## src/rtl/alu_pipe_if.sv

```systemverilog
// alu_pipe_if -- request/result bus for alu_pipe.
//   in_valid/in_ready : request handshake carrying operands a, b and opcode sel
//   out_valid/out_ready : result handshake carrying out and flags {err, ovf, neg, zero}
//   master : requester/consumer side, slave : ALU side
interface alu_pipe_if #(parameter int WIDTH = 32);
   logic             in_valid;
   logic             in_ready;
   logic [WIDTH-1:0] a;
   logic [WIDTH-1:0] b;
   logic [3:0]       sel;
   logic             out_valid;
   logic             out_ready;
   logic [WIDTH-1:0] out;
   logic [3:0]       flags;

   modport master (
      output in_valid, a, b, sel, out_ready,
      input  in_ready, out_valid, out, flags
   );

   modport slave (
      input  in_valid, a, b, sel, out_ready,
      output in_ready, out_valid, out, flags
   );
endinterface

```

## src/rtl/alu_pipe.sv

```systemverilog
// alu_pipe -- signed ALU with a single output register and an iterative divider.
//   clk : rising-edge clock
//   rst : asynchronous active-high reset
//   bus : alu_pipe_if slave port (request in, result out, flags {err, ovf, neg, zero})
// Opcodes 1..9 and illegal opcodes complete at the acceptance edge; opcodes 10/11
// run a WIDTH-step restoring divider on operand magnitudes and load the result
// from HOLD one edge after the last iteration.
module alu_pipe #(
   parameter int WIDTH = 32
) (
   input logic       clk,
   input logic       rst,
   alu_pipe_if.slave bus
);
   localparam int SHW = $clog2(WIDTH);
   localparam int CW  = $clog2(WIDTH) + 1;

   localparam logic [1:0] S_IDLE = 2'd0;
   localparam logic [1:0] S_DIV  = 2'd1;
   localparam logic [1:0] S_HOLD = 2'd2;

   localparam logic [WIDTH-1:0] MINV = {1'b1, {(WIDTH-1){1'b0}}};

   logic [1:0]       r_state;
   logic             r_out_valid;
   logic [WIDTH-1:0] r_out;
   logic [3:0]       r_flags;
   logic [WIDTH-1:0] r_quo;
   logic [WIDTH-1:0] r_rem;
   logic [WIDTH-1:0] r_dvs;
   logic [CW-1:0]    r_cnt;
   logic             r_is_rem;
   logic             r_neg_q;
   logic             r_neg_r;
   logic             r_dz;
   logic             r_ovf;

   logic               w_in_ready;
   logic               w_accept;
   logic               w_is_div_op;
   logic               w_load;
   logic [WIDTH-1:0]   w_sum;
   logic [WIDTH-1:0]   w_dif;
   logic [2*WIDTH-1:0] w_prod;
   logic [SHW-1:0]     w_sh;
   logic signed [WIDTH-1:0] w_a_s;
   logic [WIDTH-1:0]   w_res;
   logic               w_err;
   logic               w_ovf;
   logic [WIDTH-1:0]   w_abs_a;
   logic [WIDTH-1:0]   w_abs_b;
   logic [WIDTH:0]     w_shift;
   logic [WIDTH:0]     w_trial;
   logic [WIDTH-1:0]   w_q_fin;
   logic [WIDTH-1:0]   w_r_fin;
   logic [WIDTH-1:0]   w_ld_res;
   logic               w_ld_err;
   logic               w_ld_ovf;

   assign w_in_ready  = (r_state == S_IDLE) && (!r_out_valid || bus.out_ready);
   assign w_accept    = bus.in_valid && w_in_ready;
   assign w_is_div_op = (bus.sel == 4'd10) || (bus.sel == 4'd11);

   assign w_sum  = bus.a + bus.b;
   assign w_dif  = bus.a - bus.b;
   // Sign-extended operands make the unsigned 2W-bit product equal the signed one.
   assign w_prod = {{WIDTH{bus.a[WIDTH-1]}}, bus.a} * {{WIDTH{bus.b[WIDTH-1]}}, bus.b};
   assign w_sh   = bus.b[SHW-1:0];
   assign w_a_s  = bus.a;

   always_comb begin
      w_res = '0;
      w_err = 1'b0;
      w_ovf = 1'b0;
      case (bus.sel)
         4'd1: begin
            w_res = w_sum;
            w_ovf = (bus.a[WIDTH-1] == bus.b[WIDTH-1]) && (w_sum[WIDTH-1] != bus.a[WIDTH-1]);
         end
         4'd2: begin
            w_res = w_dif;
            w_ovf = (bus.a[WIDTH-1] != bus.b[WIDTH-1]) && (w_dif[WIDTH-1] != bus.a[WIDTH-1]);
         end
         4'd3: begin
            w_res = w_prod[WIDTH-1:0];
            w_ovf = w_prod[2*WIDTH-1:WIDTH] != {WIDTH{w_prod[WIDTH-1]}};
         end
         4'd4:  w_res = bus.a & bus.b;
         4'd5:  w_res = bus.a | bus.b;
         4'd6:  w_res = bus.a ^ bus.b;
         4'd7:  w_res = bus.a << w_sh;
         4'd8:  w_res = w_a_s >>> w_sh;
         4'd9:  w_res = {{(WIDTH-1){1'b0}}, ($signed(bus.a) < $signed(bus.b))};
         4'd10, 4'd11: w_res = '0;
         default: w_err = 1'b1;
      endcase
   end

   // Divider works on magnitudes; -MIN wraps to 2^(WIDTH-1), which is still correct unsigned.
   assign w_abs_a = bus.a[WIDTH-1] ? -bus.a : bus.a;
   assign w_abs_b = bus.b[WIDTH-1] ? -bus.b : bus.b;
   assign w_shift = {r_rem, r_quo[WIDTH-1]};
   assign w_trial = w_shift - {1'b0, r_dvs};

   // Divide by zero leaves |a| in the remainder naturally; only the quotient needs forcing.
   assign w_q_fin = r_dz ? '1 : (r_neg_q ? -r_quo : r_quo);
   assign w_r_fin = r_neg_r ? -r_rem : r_rem;

   assign w_load   = (r_state == S_HOLD) ? (!r_out_valid || bus.out_ready)
                                         : (w_accept && !w_is_div_op);
   assign w_ld_res = (r_state == S_HOLD) ? (r_is_rem ? w_r_fin : w_q_fin) : w_res;
   assign w_ld_err = (r_state == S_HOLD) ? r_dz  : w_err;
   assign w_ld_ovf = (r_state == S_HOLD) ? r_ovf : w_ovf;

   always_ff @(posedge clk or posedge rst) begin
      if (rst) begin
         r_state     <= S_IDLE;
         r_out_valid <= 1'b0;
         r_out       <= '0;
         r_flags     <= '0;
         r_quo       <= '0;
         r_rem       <= '0;
         r_dvs       <= '0;
         r_cnt       <= '0;
         r_is_rem    <= 1'b0;
         r_neg_q     <= 1'b0;
         r_neg_r     <= 1'b0;
         r_dz        <= 1'b0;
         r_ovf       <= 1'b0;
      end else begin
         if (w_load) begin
            r_out       <= w_ld_res;
            r_flags     <= {w_ld_err, w_ld_ovf, w_ld_res[WIDTH-1], (w_ld_res == '0)};
            r_out_valid <= 1'b1;
         end else if (r_out_valid && bus.out_ready) begin
            r_out_valid <= 1'b0;
         end

         case (r_state)
            S_IDLE: begin
               if (w_accept && w_is_div_op) begin
                  r_state  <= S_DIV;
                  r_quo    <= w_abs_a;
                  r_rem    <= '0;
                  r_dvs    <= w_abs_b;
                  r_cnt    <= CW'(WIDTH);
                  r_is_rem <= (bus.sel == 4'd11);
                  r_neg_q  <= bus.a[WIDTH-1] ^ bus.b[WIDTH-1];
                  r_neg_r  <= bus.a[WIDTH-1];
                  r_dz     <= (bus.b == '0);
                  r_ovf    <= (bus.a == MINV) && (bus.b == '1);
               end
            end
            S_DIV: begin
               if (!w_trial[WIDTH]) begin
                  r_rem <= w_trial[WIDTH-1:0];
                  r_quo <= {r_quo[WIDTH-2:0], 1'b1};
               end else begin
                  r_rem <= w_shift[WIDTH-1:0];
                  r_quo <= {r_quo[WIDTH-2:0], 1'b0};
               end
               r_cnt <= r_cnt - 1'b1;
               if (r_cnt == CW'(1)) r_state <= S_HOLD;
            end
            S_HOLD: begin
               if (w_load) r_state <= S_IDLE;
            end
            default: r_state <= S_IDLE;
         endcase
      end
   end

   assign bus.in_ready  = w_in_ready;
   assign bus.out_valid = r_out_valid;
   assign bus.out       = r_out;
   assign bus.flags     = r_flags;
endmodule
```

## src/flat_wrapper.sv

```systemverilog
// flat-port wrapper written by rule: the top's interface ports become plain ports
module alu_pipe_flat 
#(
   parameter int WIDTH = 32
)
  (clk, rst, bus_in_valid, bus_a, bus_b, bus_sel, bus_out_ready, bus_in_ready, bus_out_valid, bus_out, bus_flags);
  alu_pipe_if #(.WIDTH(WIDTH)) bus_i ();
  input logic clk;
  input logic rst;
  input wire logic [$bits(bus_i.in_valid)-1:0] bus_in_valid;
  input wire logic [$bits(bus_i.a)-1:0] bus_a;
  input wire logic [$bits(bus_i.b)-1:0] bus_b;
  input wire logic [$bits(bus_i.sel)-1:0] bus_sel;
  input wire logic [$bits(bus_i.out_ready)-1:0] bus_out_ready;
  output wire logic [$bits(bus_i.in_ready)-1:0] bus_in_ready;
  output wire logic [$bits(bus_i.out_valid)-1:0] bus_out_valid;
  output wire logic [$bits(bus_i.out)-1:0] bus_out;
  output wire logic [$bits(bus_i.flags)-1:0] bus_flags;
  assign bus_i.in_valid = bus_in_valid;
  assign bus_i.a = bus_a;
  assign bus_i.b = bus_b;
  assign bus_i.sel = bus_sel;
  assign bus_i.out_ready = bus_out_ready;
  assign bus_in_ready = bus_i.in_ready;
  assign bus_out_valid = bus_i.out_valid;
  assign bus_out = bus_i.out;
  assign bus_flags = bus_i.flags;
  alu_pipe #(.WIDTH(WIDTH)) u_core (.clk(clk), .rst(rst), .bus(bus_i));
endmodule
```

## config.mk

```make
export PLATFORM = sky130hd
export DESIGN_NAME = alu_pipe_flat
export DESIGN_NICKNAME = d
export VERILOG_FILES = /design/src/rtl/alu_pipe_if.sv /design/src/rtl/alu_pipe.sv /design/src/flat_wrapper.sv
export SDC_FILE = /design/constraint.sdc
export NUM_CORES = 2
export LEC_CHECK = 0
export ABC_AREA = 1
export BUFFER_PORTS_ARGS = -buffer_cell sky130_fd_sc_hd__buf_2
export CAP_MARGIN = 30
export CORE_ASPECT_RATIO = 1.75
export CORE_UTILIZATION = 50
export CTS_CLUSTER_DIAMETER = 200
export DETAILED_ROUTE_END_ITERATION = 7
export PLACE_DENSITY_LB_ADDON = 0.25
export SLEW_MARGIN = 15
export SYNTH_ARGS = -nofsm -noshare
export SYNTH_HDL_FRONTEND = slang
export SYNTH_SLANG_ARGS = --single-unit
```

## constraint.sdc

```tcl
create_clock -name clk -period 5.1 [get_ports clk]
set_clock_uncertainty 0.05 [all_clocks]
set_input_delay 0.765 -clock clk [delete_from_list [all_inputs] [get_ports clk]]
set_output_delay 0.765 -clock clk [all_outputs]
set_load 0.05 [all_outputs]
```

==> results of run 1 <==
-- synthesized netlist by cell type, drive strengths merged (40+ instances only) --
cell    instances
clkbuf        283
inv          1811
xor2           73
o22ai          52
dfrtp         145
fa           1085
nand3         516
nor3           71
buf           126
nor2          483
ha            321
nand2        2519
a21oi         290
a31oi          40
o21ai         347
nand4          86
-- what timing repair did --
action,4_1_cts
pin swaps,127
buffers inserted,61
cloned,21
endpoints found under the hold margin,0
gates resized for setup,503
endpoints found under the setup margin,29
-- kinds of logic after synthesis --
family,count (synthesis),synth area share [%]
AO/OA/AOI/OAI,872,8.34
XOR/XNOR,101,1.50
flip-flops,145,6.15
multiplexers,5,0.0849
adder cells (fa/ha/maj),1406,43.7
AND/OR/NAND/NOR,3727,25.9
buffers and inverters,2228,14.4
-- through the flow --
stage	util, %	hold slack, ns	TNS (ns)	setup WS (ns)
global placement	60.1	0.413	-82.20	-3.72
detailed placement	60.1	0.418	-84.16	-3.76
floorplan	-	0.402	-39.01	-3.26
CTS	63.1	0.278	-55.42	-2.86
-- layer usage --
layer | overflow | track usage (%)
met1 | 73 | 73.5
met5 | 4 | 35.4
met4 | 703 | 85.0
met2 | 1455 | 97.6
met3 | 63 | 58.0
==> out/metrics.csv, run 1 <==
stage,metric,value,unit
floorplan,width of the die,262,um
yosys,Post-Syn Area,0.0590,mm2
outcome,Log Error,[ERROR GRT-0116] Global routing finished with congestion. Check the congestion regions in the DRC Viewer.,
floorplan,Initial Util,50.4,%
global_route,global route overflow,2298,
yosys,top_reg_cell synth,dfrtp_1,
clock_network,Bufs on Longest Clock Path,2,
global_route,first-pass GRT wire length,671000,um
floorplan,Die Y,456,um
place,gpl congestion,1.19,
yosys,Mapped Avg Cell Area,6.95,um2
yosys,Yosys cell types,61,
clock_network,clock buffer count from CTS,17,
floorplan,Cell Rows,166,
place,Placement Cell Area,0.0703,mm2
global_route,gr usage total,77.7,%
place,dpl hpwl,287000,um
place,Post-Place Cells,10800,
yosys,fraction of registers with async set/reset,100,%
yosys,Synth Warn #,0,
yosys,sequential-to-total area share from yosys stat,6.15,%
yosys,cells after synthesis,8484,
global_route,pin count of the biggest net entering global routing,64,
place,PortBufs,109,
yosys,"flops & latches, synth",145,
clock_network,Root Buffer,clkbuf_16,
floorplan,IO Pins,110,
outcome,Stop stage,5_1_grt,
yosys,Post-synth EDFFs,0,
outcome,outcome,stopped before the end,
yosys,post-synthesis net count,9962,
clock_network,htree depth,4,
yosys,Yosys top cell area share,36.8,%
clock_network,CTS Hold Bufs,0,
yosys,"area leader, netlist",fa_1,
clock_network,Sink Count,145,
yosys,Synth area leaders,"fa_1 (37%), nand2_1 (16%), inv_1 (11%)",
global_route,vias in the first global route,83300,
==> run 2: changes to the inputs <==
--- a/config.mk
+++ b/config.mk
@@ -8,11 +8,9 @@
 export ABC_AREA = 1
 export BUFFER_PORTS_ARGS = -buffer_cell sky130_fd_sc_hd__buf_2
 export CAP_MARGIN = 30
-export CORE_ASPECT_RATIO = 1.75
-export CORE_UTILIZATION = 50
-export CTS_CLUSTER_DIAMETER = 200
+export CORE_UTILIZATION = 35
 export DETAILED_ROUTE_END_ITERATION = 7
-export PLACE_DENSITY_LB_ADDON = 0.25
+export PLACE_DENSITY_LB_ADDON = 0.15
 export SLEW_MARGIN = 15
 export SYNTH_ARGS = -nofsm -noshare
 export SYNTH_HDL_FRONTEND = slang
==> out/metrics.csv, run 2 <==
stage,metric,value,unit,change
timing,Setup TNS,-59.76,ns,
drt,Routed WL per cell,27.8,um,
finish,Layout area overhead,29.6,%,
floorplan,width of the die,412,um,+58%
critical_path,Worst path max stage delay,0.66,ns,
timing,clock period minus worst slack,8.16,ns,
outcome,outcome,"complete, but fails checks",,
place,gpl congestion,1.11,,-6.2%
global_route,first-pass GRT wire length,460000,um,
critical_path,reg2reg path depth,21,,
floorplan,Die Y,412,um,-9.6%
clock_network,Bufs on Longest Clock Path,2,,unchanged
drt,drt drc,0,,
place,dpl ws,-4.05,ns,-0.297 ns
floorplan,IO Pins,110,,unchanged
finish,layout cells sized above 1,21.2,%,
timing,RSZ-0062 raised after global routing,true,,
global_route,gr usage total,38.5,%,
floorplan,Die Area,0.170,mm2,
clock_network,htree depth,4,,unchanged
timing,fmax,0.123,GHz,
floorplan,Initial Util,35.3,%,-15 points
global_route,pin count of the biggest net entering global routing,81,,
min_path,Min-Delay Path Class,input pin to asynchronous set/reset pin,,
clock_network,Sink Count,145,,unchanged
outcome,failing checks,negative setup slack,,
yosys,Yosys top cell area share,36.8,%,unchanged
clock_network,clock buffer count from CTS,17,,unchanged
drt,Via Count,61200,,
critical_path,Critical path buffers and inverters,11,,
timing,max_slew headroom,33.4,%,
timing,worst-margin pin slew,0.988,ns,
yosys,top-count cell post-synth,nand2_1,,
global_route,initial antenna violation count,20,,
yosys,fraction of registers with async set/reset,100,%,unchanged
finish,"commonest non-fill, non-tap cell in the layout",nand2_1,,
place,dpl hpwl,275000,um,-3.9%
timing,count of final setup violators,28,,
floorplan,Cell Rows,150,,-9.6%
critical_path,Worst setup SP type,input pin,,
place,Post-Place Cells,11500,,+6.8%
critical_path,highest fanout seen on the critical path,6,,
global_route,vias in the first global route,62100,,
yosys,cells after synthesis,8484,,unchanged
yosys,"flops & latches, synth",145,,unchanged
yosys,sequential-to-total area share from yosys stat,6.15,%,unchanged
global_route,global route overflow,0,,
drt,1st-iter DRT viols,6070,,
critical_path,Worst EP required,5.40,ns,
timing,max-slew violation count,0,,
critical_path,crit path kind,input pin to register,,
critical_path,Crit Reg-Reg Startpoint,u_core.r_quo[31],,
finish,Layout Cells excl Fill,11700,,
yosys,Synth area leaders,"fa_1 (37%), nand2_1 (16%), inv_1 (11%)",,
clock_network,CTS tree,built,,
clock_network,"CTS clk-pin slew, worst paths",0.07,ns,
timing,"Hold Vio Cnt, Final",0,,
yosys,Synth Warn #,0,,unchanged
timing,PnR worst setup slack,-3.06,ns,
critical_path,reg2reg end,u_core.r_rem[24],,
critical_path,critical path capture point type,register,,
clock_network,worst skew pair latency,0.48,ns,
job,max-cap violation count,0,,
finish,most frequent cells in the layout,"nand2_1 (2358), inv_1 (1721), buf_4 (1032), fa_1 (1023), nand3_1 (479)",,
critical_path,CP max stage cell,fa_2,,
floorplan,core box area,0.167,mm2,
clock_network,Root Buffer,clkbuf_16,,
yosys,top_reg_cell synth,dfrtp_1,,
finish,FILL cells,17200,,
yosys,Mapped Avg Cell Area,6.95,um2,unchanged
yosys,Post-Syn Area,0.0590,mm2,unchanged
yosys,Post-synth EDFFs,0,,unchanged
timing,period utilisation layout,160,%,
critical_path,cell mode on critical path,nand2_1,,
drt,Via-to-Cell Ratio,5.22,,
yosys,post-synthesis net count,9962,,unchanged
yosys,Yosys cell types,61,,unchanged
yosys,Commonest cells post-synth,"nand2_1 (2509), inv_1 (1801), fa_1 (1085), nand3_1 (514), nor2_1 (477)",,
critical_path,Worst R2R Setup Slack,1.17,ns,
critical_path,crit path DAT,8.45,ns,
finish,largest registers,"u_core.r_dvs (32), u_core.r_quo (32), u_core.r_rem (32)",,
drt,Pre-antenna DRT Iters,5,,
place,PortBufs,109,,unchanged
drt,antenna-violating nets left,0,,
drt,final wirelength,326000,um,
critical_path,"CP delay by family, top",adder cells,,
finish,final net count,11000,,
yosys,"area leader, netlist",fa_1,,
[run 2: cell counts after synthesis]
No cell type changed its count.
[run 2: area by class of cell]
cell class              count  area (um2)  area share, %
multi-input cells        6111       49500           64.8
repair buffers           1390       13000           17.1
inverters                1819        6890           9.01
flip-flops and latches    145        3630           4.75
well taps                2204        2760           3.61
clock buffers              19         443          0.580
clock inverters            13         129          0.169
diodes                     15        37.5         0.0491
[run 2: worst register-to-register path: cells and delay by family (launching register included)]
kind	cells	cell delay (ns)
simple gates	10	0.92
fa+ha+maj	2	0.59
buf+inv	4	0.73
compound gates	5	0.98
flops	1	0.52
[run 2: logic make-up after synthesis]
group                      after synthesis  share of synthesized area, %
AOI/OAI and AO/OA                      872                          8.34
muxes                                    5                        0.0849
DFF                                    145                          6.15
xor gates and xnor gates               101                          1.50
buffers and inverters                 2228                          14.4
adders and majority gates             1406                          43.7
and+or+nand+nor                       3727                          25.9
[run 2: stage by stage]
stage          utilization [%]  hold slack, ns  area [um2]
2_1_floorplan                -           0.402       60900
4_1_cts                   45.0           0.368       75200
5_1_grt                   45.7           0.404       76400
6_report                  45.7           0.321       76400
3_5_place_dp              43.0           0.419       71900
3_3_place_gp              43.0           0.415       71900
[run 2: how the worst max path moves through the flow]
stage / depth (start not counted) / startpoint / to
2_1_floorplan: 38 / bus_a[31] / u_core.bus.flags[2]
3_3_place_gp: 37 / bus_a[19] / u_core.bus.flags[2]
3_5_place_dp: 39 / bus_a[31] / u_core.bus.flags[2]
4_1_cts: 38 / bus_a[31] / u_core.bus.flags[2]
5_1_grt: 39 / bus_b[7] / u_core.bus.flags[2]
6_report: 39 / bus_b[7] / u_core.bus.flags[2]
[run 2: layer usage]
layer	up-vias	share of wire, %	global-route usage, %
met3	580	7.6	5.89
met4	2	8.1	25.5
met1	30400	40	49.0
met2	2625	45	60.4
met5	-	0.0031	0
li1	27600	-	-
[run 2: what timing repair did]
| action | CTS | global route |
|---|---|---|
| hold buffers | 0 | 0 |
| gates resized for setup | 498 | 180 |
| gates cloned | 8 | 5 |
| endpoints found under the setup margin | 30 | 29 |
| pin swaps | 182 | 77 |
| setup buffers | 86 | 45 |
Power of run 2 is not shown: default switching activity piles up to over one toggle a cycle in this logic, so the estimate is an artifact.
